<file path="src/rtl/posit_mul_core_seq.sv">
// Iterative radix-2 shift-add posit significand multiplier.
// Produces sign/scale/fraction/guard/sticky/nzn fields for the downstream posit encoder.
module posit_mul_core_seq #(
    parameter int N = 16
) (
    input  logic            clk,
    input  logic            rst_n,
    input  logic            i_valid,
    output logic            i_ready,
    input  logic            i_a_s,
    input  logic [N-10:0]   i_a_sf,
    input  logic [N-5:0]    i_a_frac,
    input  logic            i_a_zero,
    input  logic            i_a_nar,
    input  logic            i_b_s,
    input  logic [N-10:0]   i_b_sf,
    input  logic [N-5:0]    i_b_frac,
    input  logic            i_b_zero,
    input  logic            i_b_nar,
    output logic            o_valid,
    input  logic            o_ready,
    output logic            o_s,
    output logic [N-10:0]   o_sf,
    output logic [N-5:0]    o_mant,
    output logic            o_guard,
    output logic            o_sticky,
    output logic            o_nzn
);

    localparam int SF     = N - 9;
    localparam int F      = N - 4;
    localparam int W      = 2 * F + 1;
    localparam int AW     = 2 * F + 2;
    localparam int SFW    = SF + 2;
    localparam int CW     = $clog2(F + 1);
    localparam int SF_MAX = (2 ** (SF - 2)) - 1;
    localparam int SF_MIN = -(2 ** (SF - 2));

    localparam logic [1:0] ST_IDLE = 2'd0;
    localparam logic [1:0] ST_MUL  = 2'd1;
    localparam logic [1:0] ST_NORM = 2'd2;
    localparam logic [1:0] ST_DONE = 2'd3;

    logic [1:0]            state_q, state_d;
    logic [CW-1:0]         cnt_q, cnt_d;
    logic [AW-1:0]         acc_q, acc_d;
    logic [AW-1:0]         mcand_q, mcand_d;
    logic [F:0]            mplier_q, mplier_d;
    logic                  s_q, s_d;
    logic signed [SFW-1:0] sf_sum_q, sf_sum_d;
    logic                  nar_q, nar_d;
    logic                  zero_q, zero_d;

    logic                  o_valid_q, o_valid_d;
    logic                  o_s_q, o_s_d;
    logic [SF-1:0]         o_sf_q, o_sf_d;
    logic [F-1:0]          o_mant_q, o_mant_d;
    logic                  o_guard_q, o_guard_d;
    logic                  o_sticky_q, o_sticky_d;
    logic                  o_nzn_q, o_nzn_d;

    logic [W-1:0]          frac_s;
    logic signed [SFW-1:0] sf_s;

    // Normalise the finished product, apply the sign convention and saturate.
    always_comb begin
        frac_s = {W{1'b0}};
        sf_s   = sf_sum_q;
        if (acc_q[AW-1]) begin
            frac_s = acc_q[W-1:0];
            sf_s   = sf_sum_q + SFW'(1);
        end else begin
            frac_s = {acc_q[W-2:0], 1'b0};
            sf_s   = sf_sum_q;
        end
        // Negative results: fraction is two's-complemented; an exact power of two borrows from sf.
        if (s_q) begin
            if (|frac_s) begin
                frac_s = (~frac_s) + W'(1);
            end else begin
                sf_s = sf_s - SFW'(1);
            end
        end else begin
            frac_s = frac_s;
        end
    end

    // Next-state, datapath and output-register computation.
    always_comb begin
        state_d    = state_q;
        cnt_d      = cnt_q;
        acc_d      = acc_q;
        mcand_d    = mcand_q;
        mplier_d   = mplier_q;
        s_d        = s_q;
        sf_sum_d   = sf_sum_q;
        nar_d      = nar_q;
        zero_d     = zero_q;
        o_valid_d  = o_valid_q;
        o_s_d      = o_s_q;
        o_sf_d     = o_sf_q;
        o_mant_d   = o_mant_q;
        o_guard_d  = o_guard_q;
        o_sticky_d = o_sticky_q;
        o_nzn_d    = o_nzn_q;
        case (state_q)
            ST_IDLE: begin
                if (i_valid) begin
                    s_d      = i_a_s ^ i_b_s;
                    sf_sum_d = $signed({{2{i_a_sf[SF-1]}}, i_a_sf})
                             + $signed({{2{i_b_sf[SF-1]}}, i_b_sf});
                    nar_d    = i_a_nar | i_b_nar;
                    zero_d   = i_a_zero | i_b_zero;
                    cnt_d    = {CW{1'b0}};
                    acc_d    = {AW{1'b0}};
                    mcand_d  = {{(AW-F-1){1'b0}}, 1'b1, i_a_frac};
                    mplier_d = {1'b1, i_b_frac};
                    // Specials skip the multiply and are resolved in the normalise step.
                    if (i_a_nar | i_b_nar | i_a_zero | i_b_zero) begin
                        state_d = ST_NORM;
                    end else begin
                        state_d = ST_MUL;
                    end
                end else begin
                    state_d = ST_IDLE;
                end
            end
            ST_MUL: begin
                if (mplier_q[0]) begin
                    acc_d = acc_q + mcand_q;
                end else begin
                    acc_d = acc_q;
                end
                mcand_d  = {mcand_q[AW-2:0], 1'b0};
                mplier_d = {1'b0, mplier_q[F:1]};
                cnt_d    = cnt_q + CW'(1);
                if (cnt_q == CW'(F)) begin
                    state_d = ST_NORM;
                end else begin
                    state_d = ST_MUL;
                end
            end
            ST_NORM: begin
                o_valid_d = 1'b1;
                state_d   = ST_DONE;
                if (nar_q) begin
                    o_s_d      = 1'b1;
                    o_sf_d     = {SF{1'b0}};
                    o_mant_d   = {F{1'b0}};
                    o_guard_d  = 1'b0;
                    o_sticky_d = 1'b0;
                    o_nzn_d    = 1'b0;
                end else if (zero_q) begin
                    o_s_d      = 1'b0;
                    o_sf_d     = {SF{1'b0}};
                    o_mant_d   = {F{1'b0}};
                    o_guard_d  = 1'b0;
                    o_sticky_d = 1'b0;
                    o_nzn_d    = 1'b0;
                end else begin
                    o_s_d   = s_q;
                    o_nzn_d = 1'b1;
                    if (sf_s > SFW'(SF_MAX)) begin
                        o_sf_d     = SF'(SF_MAX);
                        o_mant_d   = {F{1'b0}};
                        o_guard_d  = 1'b0;
                        o_sticky_d = 1'b1;
                    end else if (sf_s < $signed(SFW'(SF_MIN))) begin
                        o_sf_d     = SF'(SF_MIN);
                        o_mant_d   = {F{1'b0}};
                        o_guard_d  = 1'b0;
                        o_sticky_d = 1'b1;
                    end else begin
                        o_sf_d     = sf_s[SF-1:0];
                        o_mant_d   = frac_s[W-1:W-F];
                        o_guard_d  = frac_s[W-F-1];
                        o_sticky_d = |frac_s[W-F-2:0];
                    end
                end
            end
            ST_DONE: begin
                if (o_ready) begin
                    o_valid_d = 1'b0;
                    state_d   = ST_IDLE;
                end else begin
                    state_d = ST_DONE;
                end
            end
            default: begin
                o_valid_d = 1'b0;
                state_d   = ST_IDLE;
            end
        endcase
    end

    // State and output registers.
    always_ff @(posedge clk or negedge rst_n) begin
        if (!rst_n) begin
            state_q    <= ST_IDLE;
            cnt_q      <= {CW{1'b0}};
            acc_q      <= {AW{1'b0}};
            mcand_q    <= {AW{1'b0}};
            mplier_q   <= {(F+1){1'b0}};
            s_q        <= 1'b0;
            sf_sum_q   <= {SFW{1'b0}};
            nar_q      <= 1'b0;
            zero_q     <= 1'b0;
            o_valid_q  <= 1'b0;
            o_s_q      <= 1'b0;
            o_sf_q     <= {SF{1'b0}};
            o_mant_q   <= {F{1'b0}};
            o_guard_q  <= 1'b0;
            o_sticky_q <= 1'b0;
            o_nzn_q    <= 1'b0;
        end else begin
            state_q    <= state_d;
            cnt_q      <= cnt_d;
            acc_q      <= acc_d;
            mcand_q    <= mcand_d;
            mplier_q   <= mplier_d;
            s_q        <= s_d;
            sf_sum_q   <= sf_sum_d;
            nar_q      <= nar_d;
            zero_q     <= zero_d;
            o_valid_q  <= o_valid_d;
            o_s_q      <= o_s_d;
            o_sf_q     <= o_sf_d;
            o_mant_q   <= o_mant_d;
            o_guard_q  <= o_guard_d;
            o_sticky_q <= o_sticky_d;
            o_nzn_q    <= o_nzn_d;
        end
    end

    assign i_ready  = (state_q == ST_IDLE);
    assign o_valid  = o_valid_q;
    assign o_s      = o_s_q;
    assign o_sf     = o_sf_q;
    assign o_mant   = o_mant_q;
    assign o_guard  = o_guard_q;
    assign o_sticky = o_sticky_q;
    assign o_nzn    = o_nzn_q;

endmodule

</file>
<file path="config.mk">
export PLATFORM = sky130hd
export DESIGN_NAME = posit_mul_core_seq
export DESIGN_NICKNAME = d
export VERILOG_FILES = /design/src/rtl/posit_mul_core_seq.sv
export SDC_FILE = /design/constraint.sdc
export NUM_CORES = 1
export LEC_CHECK = 0
export ABC_AREA = 1
export CAP_MARGIN = 25
export CORE_MARGIN = 1.5
export CORE_UTILIZATION = 40
export CTS_CLUSTER_DIAMETER = 30
export DETAILED_ROUTE_END_ITERATION = 7
export PLACE_DENSITY = 0.69
export SLEW_MARGIN = 30
export SYNTH_ARGS = -nofsm -noshare
export SYNTH_HDL_FRONTEND = slang
export SYNTH_SLANG_ARGS = --single-unit
export TNS_END_PERCENT = 50
</file>
<file path="constraint.sdc">
create_clock -name clk -period 7.1 [get_ports clk]
set_input_delay 1.42 -clock clk [delete_from_list [all_inputs] [get_ports clk]]
set_output_delay 1.42 -clock clk [all_outputs]
set_load 0.1 [all_outputs]
</file>
==> flow_metrics.py <==
metrics = {
    "outcome": {
        "outcome": "finished clean",
    },
    "drt": {
        "totalWireLength_um": 17300,
        "drc": 0,
        "detailed_route_iter0_violations": 439,
        "avgViaCountPerCell": 5.13,
        "detail_route_antenna_nets": 0,
        "route.detailed.wl_per_inst_um": 13.3,
        "vias": 6680,
        "firstDrtPassIters": 5,
    },
    "placed_design": {
        "dpl_cell_area_um2": 8260,
        "io_buffer_count": 72,
        "finalWeightedCongestion": 0.893,
        "dpl.hpwl_um": 13300,
        "dp_worst_setup_slack_ns": 3.21,
        "dp.cells": 1284,
    },
    "clock_network": {
        "clkSinkCount": 106,
        "total_cts_buffers": 9,
        "cts-resized-gates": 0,
        "cts.htree.levels": 3,
        "cts_root_buf": "sky130_fd_sc_hd__clkbuf_16",
        "clkTransAtPathRegs_ns": 0.08,
        "tritoncts": "built",
        "cts.path.max_buffers": 2,
        "clkLatencyLatePin_ns": 0.36,
        "post-cts-setup-buffer-count": 0,
        "cts_hold_repair.buffers": 0,
    },
    "synthesis": {
        "synth-seq-area-share": 0.360,
        "number_of_flops_mapped_to_enable_cells_by_yosys": 0,
        "synth.cell_area_um2": 7380,
        "post_synth_num_cell_types": 49,
        "yosysWarningCount": 0,
        "syn-num-nets": 1098,
        "async_flop_share": 1.00,
        "postSynthRegisterBits": 106,
        "synth_ff_type": "sky130_fd_sc_hd__dfrtp_1",
        "number_of_instances_in_the_synthesized_netlist": 1011,
        "syn-mean-instance-area_um2": 7.30,
    },
    "timing": {
        "slew_headroom": 0.353,
        "fmax_mhz": 282,
        "finalCritPeriodShare": 0.499,
        "hold_viol_final": 0,
        "setup-tns-final_ns": 0,
        "setup_ws_ns": 3.56,
        "final.setup_skew_ns": 0.0126,
        "tightest_slew_ns": 0.967,
        "setup_viol_count_final": 0,
        "period_minus_slack_ns": 3.54,
        "final-max-slew-violation-count": 0,
        "rsz0062_at_grt": "false",
    },
    "global_route": {
        "antenna_found_initial": 0,
        "groute.usage.overall": 0.187,
        "groute.layer.met1.usage": 0.275,
        "grt_start_max_net_pins": 60,
        "grt_pass1_vias": 6236,
        "top_usage_layer": "met2",
        "met3_global_route_usage": 0.0311,
        "grt.overflow.total": 0,
        "grt_pass1_wl_um": 29900,
        "global_route_met2_usage": 0.290,
    },
    "final_layout": {
        "post_route_cells_drive_above_1_share": 0.0504,
        "fill_cell_count": 1823,
        "area_delta_synth_final_pct": 16.4,
        "final_design_area_no_fill_um2": 8580,
        "layout.cells.most_common": "sky130_fd_sc_hd__nand2_1",
        "nets": 1154,
        "most-common-layout-cells": "sky130_fd_sc_hd__nand2_1 (234), sky130_fd_sc_hd__inv_1 (137), sky130_fd_sc_hd__dfrtp_1 (106)",
        "finalCoreUtilization": 0.476,
        "num_antenna_cells": 0,
        "fin_cells": 1301,
    },
    "worst_setup_path": {
        "crit_path_cell_trace": "nor2_1, clkdlybuf4s50_1",
        "critPathArrivalTime_ns": 2.12,
        "startpoint_type": "register",
        "regToRegEndpoint": "o_sticky",
        "reg2reg_slack_ns": 4.09,
        "path_class": "reg2out",
        "worst-endpoint-required_ns": 5.68,
        "reg2reg_from": "acc_q[25]",
        "worst_setup_path_startpoint": "state_q[1]",
        "cell_count_of_the_worst_reg_to_reg_path": 16,
        "critPathSlowestCell": "sky130_fd_sc_hd__clkdlybuf4s50_1",
        "worst_setup_path_end_kind": "output pin",
        "critical_path.max_fanout": 4,
        "cp-endpoint": "i_ready",
        "worst_path_largest_cell_delay_ns": 1.16,
    },
    "die": {
        "placement_rows": 49,
        "fp.dieArea_um2": 19300,
        "initial_core_util": 0.409,
        "core-area_um2": 18000,
        "fp.dieW_um": 139,
        "design.portCount": 73,
        "chipHeight_um": 139,
    },
    "flow_run": {
        "count_of_max_cap_constraint_violations": 0,
    },
    "power": {
        "power_density_nw_per_um2": 516,
        "p_leak_nw": 4.24,
        "vdd.ir_drop.worst_uv": 339,
    },
    "worst_hold_path": {
        "min_delay_path_depth": 2,
        "min-delay-path-class": "reg2reg",
    },
}
[Yosys cell counts (all sizes together), types with 23 or more instances]
| library cell | count | area share |
|---|---|---|
| a21oi | 57 | 0.039 |
| a221oi | 23 | 0.027 |
| dfrtp | 106 | 0.36 |
| ha | 37 | 0.063 |
| inv | 140 | 0.071 |
| nand2 | 240 | 0.13 |
| nand3 | 48 | 0.036 |
| nor2 | 89 | 0.052 |
| nor3 | 32 | 0.022 |
| o21ai | 87 | 0.060 |
| xor2 | 27 | 0.032 |
[kinds of logic after synthesis]
| family | Yosys count | synth area share |
|---|---|---|
| xor gates and xnor gates | 33 | 0.0392 |
| and+or+nand+nor | 437 | 0.260 |
| DFF | 106 | 0.360 |
| muxes | 1 | 0.00136 |
| adders and majority gates | 39 | 0.0682 |
| buffers and inverters | 177 | 0.0967 |
| AOI/OAI and AO/OA | 218 | 0.175 |
[cell type report]
type	count	area (µm²)	area share
Multi-Input combinational cell	728	4030	0.469
Sequential cell	106	2650	0.309
Timing Repair Buffer	78	783	0.0912
Inverter	144	541	0.0630
Tap cell	229	287	0.0334
Clock buffer	10	239	0.0278
Clock inverter	6	53.8	0.00627
[sequential cells by signal, summed over array words and instances (netlist names), 2 cells and up]
register  flops
mplier_q     13
o_mant       12
state_q       2
acc_q        26
sf_sum_q      8
mcand_q      26
o_sf          7
cnt_q         4
[report_power, final]
part	total (mW)	leakage [nW]	switching [mW]	internal, mW
logic	2.86	2.76	1.97	0.883
clock network	0.506	0.148	0.250	0.256
registers	1.06	1.33	0.202	0.862
total	4.43	4.24	2.43	2.00
[critical path: cells and delay by family (launching register included)]
kind                   cells  cell delay [ns]
buffers and inverters      1             1.16
DFF                        1             0.43
and+or+nand+nor            1             0.17
[per-stage QoR]
stage,power [mW],hold WS [ns]
after floorplan,3.28,0.472
after global placement,3.84,0.466
after detailed placement,3.89,0.466
after CTS,4.41,0.485
after global routing,4.86,0.515
final,4.43,0.481
[per-layer routing]
layer / vias to the layer above / share of wire
li1: 3487 / -
met1: 3026 / 0.52
met2: 151 / 0.43
met3: 16 / 0.037
met4: 0 / 0.010
met5: - / 0
[worst min-delay path by stage]
stage                            from     endpoint  slack [ns]
final                       o_mant[8]    o_mant[8]        0.48
after detailed placement    o_mant[8]    o_mant[8]        0.47
after floorplan           mcand_q[25]  mcand_q[25]        0.47
after CTS                   o_mant[8]    o_mant[8]        0.48
after global routing          o_sf[6]      o_sf[6]        0.51
after global placement      o_mant[3]    o_mant[3]        0.47
Power figures use the tool's default switching activity.
